--- config.mk ---
export PLATFORM = sky130hd
export DESIGN_NAME = mini16_uart
export DESIGN_NICKNAME = d
export VERILOG_FILES = /design/src/rtl/mini16_uart_pkg.sv /design/src/rtl/mini16_uart_rx.sv /design/src/rtl/mini16_uart.sv
export SDC_FILE = /design/constraint.sdc
export NUM_CORES = 1
export LEC_CHECK = 0
export CAP_MARGIN = 20
export CORE_ASPECT_RATIO = 1.5
export CORE_UTILIZATION = 44
export DETAILED_ROUTE_END_ITERATION = 8
export SLEW_MARGIN = 30
export SYNTH_ARGS = -nofsm -noshare
export SYNTH_HDL_FRONTEND = slang
export SYNTH_HIERARCHICAL = 1
export SYNTH_SLANG_ARGS = --single-unit
--- constraint.sdc ---
create_clock -name clk -period 2.59 [get_ports clk]
set_input_delay 0.518 -clock clk [delete_from_list [all_inputs] [get_ports clk]]
set_output_delay 0.518 -clock clk [all_outputs]
set_load 0.005 [all_outputs]
--- src/rtl/mini16_uart_pkg.sv ---
// Shared definitions for the mini16 UART: FSM state encodings and bit-period helpers.
package mini16_uart_pkg;

   typedef enum logic [1:0] {TX_IDLE, TX_START, TX_DATA, TX_STOP} tx_state_t;
   typedef enum logic [1:0] {RX_IDLE, RX_START, RX_DATA, RX_STOP} rx_state_t;

   localparam int MIN_DIV = 4;

   function automatic int calc_div(input int clk_hz, input int sclk_hz);
      return clk_hz / sclk_hz;
   endfunction

   // Counter width for a range of n values, never narrower than one bit.
   function automatic int width_of(input int n);
      return (n > 1) ? $clog2(n) : 1;
   endfunction

endpackage

--- src/rtl/mini16_uart_rx.sv ---
// UART receiver: 2-flop synchronizer, centre-sampling frame FSM, data_rx/re outputs.
module mini16_uart_rx
   import mini16_uart_pkg::*;
#(
   parameter int DIV   = 10,
   parameter int WIDTH = 8
) (
   input  logic             clk,
   input  logic             reset,
   input  logic             rxd,
   output logic             re,
   output logic [WIDTH-1:0] data_rx
);

   localparam int CW = width_of(DIV);
   localparam int BW = width_of(WIDTH);
   localparam logic [CW-1:0] HALF_END = CW'(DIV / 2 - 1);
   localparam logic [CW-1:0] FULL_END = CW'(DIV - 1);
   localparam logic [BW-1:0] LAST_BIT = BW'(WIDTH - 1);

   rx_state_t        state, state_nxt;
   logic             sync1, sync2, sync_q;
   logic [CW-1:0]    cnt;
   logic [BW-1:0]    idx;
   logic [WIDTH-1:0] shreg;
   logic             cnt_clr, do_shift, do_load;

   always_comb begin
      state_nxt = state;
      cnt_clr   = 1'b0;
      do_shift  = 1'b0;
      do_load   = 1'b0;
      case (state)
         RX_IDLE: begin
            // A falling edge re-arms reception; after a framing error the line
            // must first return high before another edge can be seen.
            if (sync_q && !sync2) begin
               state_nxt = RX_START;
               cnt_clr   = 1'b1;
            end
         end
         RX_START: begin
            if (cnt == HALF_END) begin
               cnt_clr   = 1'b1;
               state_nxt = sync2 ? RX_IDLE : RX_DATA;
            end
         end
         RX_DATA: begin
            if (cnt == FULL_END) begin
               cnt_clr  = 1'b1;
               do_shift = 1'b1;
               if (idx == LAST_BIT) state_nxt = RX_STOP;
            end
         end
         RX_STOP: begin
            if (cnt == FULL_END) begin
               cnt_clr   = 1'b1;
               do_load   = sync2;
               state_nxt = RX_IDLE;
            end
         end
         default: state_nxt = RX_IDLE;
      endcase
   end

   always_ff @(posedge clk) begin
      if (reset) begin
         state   <= RX_IDLE;
         sync1   <= 1'b1;
         sync2   <= 1'b1;
         sync_q  <= 1'b1;
         cnt     <= '0;
         idx     <= '0;
         shreg   <= '0;
         re      <= 1'b0;
         data_rx <= '0;
      end else begin
         state  <= state_nxt;
         sync1  <= rxd;
         sync2  <= sync1;
         sync_q <= sync2;
         cnt    <= (cnt_clr || state == RX_IDLE) ? '0 : cnt + 1'b1;
         if (state != RX_DATA) idx <= '0;
         else if (do_shift)    idx <= idx + 1'b1;
         if (do_shift) shreg <= {sync2, shreg[WIDTH-1:1]};
         re <= do_load;
         if (do_load) data_rx <= shreg;
      end
   end

endmodule

--- src/rtl/mini16_uart.sv ---
// Full-duplex UART: inline transmitter plus mini16_uart_rx receiver.
module mini16_uart
   import mini16_uart_pkg::*;
#(
   parameter int CLK_HZ  = 50000000,
   parameter int SCLK_HZ = 115200,
   parameter int WIDTH   = 8
) (
   input  logic             clk,
   input  logic             reset,
   input  logic             rxd,
   input  logic             start,
   input  logic [WIDTH-1:0] data_tx,
   output logic             txd,
   output logic             busy,
   output logic             re,
   output logic [WIDTH-1:0] data_rx
);

   localparam int DIV = calc_div(CLK_HZ, SCLK_HZ);
   localparam int CW  = width_of(DIV);
   localparam int BW  = width_of(WIDTH);
   localparam logic [CW-1:0] FULL_END = CW'(DIV - 1);
   localparam logic [BW-1:0] LAST_BIT = BW'(WIDTH - 1);

   if (DIV < MIN_DIV) begin : g_div_check
      $error("mini16_uart: CLK_HZ/SCLK_HZ must be at least 4");
   end

   tx_state_t        state, state_nxt;
   logic [CW-1:0]    cnt;
   logic [BW-1:0]    idx;
   logic [WIDTH-1:0] shreg, shreg_sh;
   logic             bit_end, txd_nxt, load, shift;

   assign bit_end  = (cnt == FULL_END);
   assign shreg_sh = shreg >> 1;
   assign busy     = (state != TX_IDLE);

   // txd is registered; the next line level is chosen alongside the transition.
   always_comb begin
      state_nxt = state;
      txd_nxt   = txd;
      load      = 1'b0;
      shift     = 1'b0;
      case (state)
         TX_IDLE: begin
            if (start) begin
               state_nxt = TX_START;
               txd_nxt   = 1'b0;
               load      = 1'b1;
            end
         end
         TX_START: begin
            if (bit_end) begin
               state_nxt = TX_DATA;
               txd_nxt   = shreg[0];
            end
         end
         TX_DATA: begin
            if (bit_end) begin
               shift = 1'b1;
               if (idx == LAST_BIT) begin
                  state_nxt = TX_STOP;
                  txd_nxt   = 1'b1;
               end else begin
                  txd_nxt = shreg_sh[0];
               end
            end
         end
         TX_STOP: begin
            if (bit_end) begin
               state_nxt = TX_IDLE;
               txd_nxt   = 1'b1;
            end
         end
         default: begin
            state_nxt = TX_IDLE;
            txd_nxt   = 1'b1;
         end
      endcase
   end

   always_ff @(posedge clk) begin
      if (reset) begin
         state <= TX_IDLE;
         cnt   <= '0;
         idx   <= '0;
         shreg <= '0;
         txd   <= 1'b1;
      end else begin
         state <= state_nxt;
         txd   <= txd_nxt;
         cnt   <= (state == TX_IDLE || bit_end) ? '0 : cnt + 1'b1;
         if (state != TX_DATA) idx <= '0;
         else if (bit_end)     idx <= idx + 1'b1;
         if (load)       shreg <= data_tx;
         else if (shift) shreg <= shreg_sh;
      end
   end

   mini16_uart_rx #(
      .DIV   (DIV),
      .WIDTH (WIDTH)
   ) u_rx (
      .clk     (clk),
      .reset   (reset),
      .rxd     (rxd),
      .re      (re),
      .data_rx (data_rx)
   );

endmodule

==> impl_metrics.toml <==
[global_routing]
grt-ovfl-total = 0
grt_max_degree = 22
grt_pass1_wl_microns = 8020
grtUsageTotal_pct = 17.3
grt_antenna_before_repair = 0
grt_pass1_vias = 1828

[run_status]
outcome = "completed"

[finish]
n_fill_cell = 501
drive_gt1_share_pct = 10.9
finish.net_count = 315
area_growth_pct = 20.9
stdcell_area_sq_mm = 0.00303
n_antenna_cell = 0

[synth]
yosys-top-cells-area = "dfxtp_1 (45%), mux2i_1 (11%), nor2_1 (8.7%)"
syn_inst = 259
avgSynthCellArea_sq_um = 9.69
synth_nets = 285
post_synth_num_cell_types = 41
synth_common_cells = "nor2_1 (58), dfxtp_1 (57), mux2i_1 (27)"
ys_ff_latch = 57
synth_flop_cell = "dfxtp_1"
ys_seq_area_share_pct = 45.5
yosysMostFrequentCell = "nor2_1"
synth_top_cell_area_share_pct = 45.5
yosysWarnings = 6
synth-edff-count = 0
netlist_area_sq_mm = 0.00251
async_reset_ff_share_pct = 0
yosysTopAreaCell = "dfxtp_1"

[clock_tree]
htree_levels = 3
tritoncts = "built"
clockBufferDepth = 2
post-cts-setup-buffers = 0
cts_sinks = 57
cts_resized = 0
cts_buffers = 9
ctsRootBufferMaster = "clkbuf_8"
insertion_delay_ns = 0.33
hold_buffers = 0
clk_pin_slew_worst_paths_ns = 0.06

[floorplanning]
placement_rows = 33
fp.dieArea_sq_mm = 0.00602
die_h_microns = 94.5
coreArea_sq_mm = 0.00549
die_w_microns = 63.7
io_pins = 23
initial_utilization_pct = 45.7

[drt]
via_per_inst = 4.98
via_count = 1806
ant_nets = 0
routedWlPerCell_microns = 12.3
postRouteWirelength_microns = 4450
initialDrtViolationCount = 86
drcViolationCount = 0
drtPass1Iterations = 4

[power_and_ir_drop]
power_density_mw_per_mm2 = 750
p_leak_nw = 1.16
p_total_mw = 2.28
peakVddDrop_v = 0.000525

[sta]
timing.final.crit_share_pct = 84.3
report.final.hold_viol_count = 0
fin_tns_setup_ns = 0
worst_slew_pin_slew_ns = 0.737
setup_viol_count_final = 0
drv_slew = 0
slew_headroom_pct = 50.7
fin_worst_skew_ns = 0.00994
fmax_ghz = 0.458
fin_ws_ns = 0.405
period_needed_ns = 2.18
rsz0062_at_grt = "false"

[hold_path]
hp-class = "reg -> reg"
min_to = "u_rx/sync2"
min-delay-start = "u_rx/sync1"
min_path_cells = 1

[run]
timing.max_cap.violations = 0

[critical_path]
arrival_ns = 1.67
critPathTopFamily = "buffers and inverters"
critical_path.most_common_cell = "inv_1"
worst-path-max-fanout = 4
r2r-end = "state[1]"
slowest_delay_ns = 0.50
crit_buf_inv = 3
crit_type = "reg -> out"
rr_worst_depth = 6
worstPathCellList = "inv_1 > ha_1 > inv_1 > clkdlybuf4s50_1"
end_kind = "output port"
r2r_setup_slack_ns = 0.56
cp.required_ns = 2.07
worstSetupStartpointType = "register"
r2r_start = "state[0]"
crit_path_top_delay_cell = "clkdlybuf4s50_1"

[placed_design]
portBuffers = 22
pre_cts_ws_ns = 0.537
hpwl_microns = 3140
place.gp.congestion = 0.819
placed_area_sq_mm = 0.00282
metal layers:
metal / part of all wire [%] / track usage [%]
met1: 46 / 19.6
met2: 49 / 29.2
met3: 1.9 / 2.90
met4: 3.5 / 12.3
met5: 0 / 0
final cells by class:
type	count	area (sq um)	share of cell area, %
multi-input combinational	184	1300	42.7
sequential	57	1140	37.6
timing repair buffer	27	258	8.49
clock buffer	13	179	5.90
tap	70	87.6	2.89
inverter	10	37.5	1.24
clock inverter	2	35.0	1.15
logic make-up (layout without fill, tap and decap cells):
kind of cell | count (synthesis) | in the layout | share of synthesized area (%)
adders and majority gates | 14 | 14 | 6.98
DFF | 57 | 57 | 45.5
and+or+nand+nor | 99 | 99 | 20.2
buffers and inverters | 18 | 52 | 2.89
xor gates and xnor gates | 16 | 16 | 5.58
muxes | 28 | 28 | 11.2
AOI/OAI and AO/OA | 27 | 27 | 7.68
flip-flops by register name, indices dropped and copies added, names as in the netlist, named ones only:
name and cells:
txd 1, state 2, u_rx/shreg 8, shreg 8, idx 3, u_rx/cnt 9
u_rx/sync1 1, u_rx/sync_q 1, cnt 9, u_rx/idx 3, u_rx/re 1, u_rx/state 1
u_rx/sync2 1, u_rx/data_rx 8
power breakdown:
group	total, mW	internal, mW	switching (mW)	leakage (nW)
Sequential	0.985	0.940	0.0448	0.462
Clock	0.876	0.542	0.333	0.112
Combinational	0.415	0.196	0.219	0.583
Total	2.28	1.68	0.597	1.16
through the flow:
| step | hold slack (ns) | utilization (%) | std cells |
|---|---|---|---|
| after floorplan | 0.389 | - | 259 |
| after global placement | 0.408 | 51.4 | 348 |
| after detailed placement | 0.410 | 51.4 | 348 |
| after CTS | 0.425 | 55.3 | 363 |
| after global routing | 0.449 | 55.3 | 363 |
| final | 0.422 | 55.3 | 363 |
layout by cell type (no fill, tap or decap), types with 2 or more instances in the layout:
cell type	instances
nand2_1	8
xnor2_1	9
o21ai_0	4
nor2_1	58
or2_2	3
o21a_1	2
buf_4	5
or4b_1	2
nor3_1	3
or3_1	3
a211oi_1	7
mux2i_1	27
ha_1	14
clkbuf_8	13
clkdlybuf4s50_1	22
nand4_1	2
dfxtp_1	57
nand2b_1	2
a21o_1	2
nand4bb_1	2
a21oi_1	5
nand3_1	7
inv_1	9
xor2_1	7
how the worst max path moves through the flow:
stage | start | end | cells past startpoint
3_3_place_gp | reset | u_rx/shreg[3] | 4
6_report | state[0] | busy | 4
5_1_grt | state[0] | busy | 4
3_5_place_dp | reset | u_rx/data_rx[5] | 4
2_1_floorplan | state[0] | state[1] | 6
4_1_cts | state[0] | busy | 4
No activity file was read; power rests on OpenSTA's default activity.
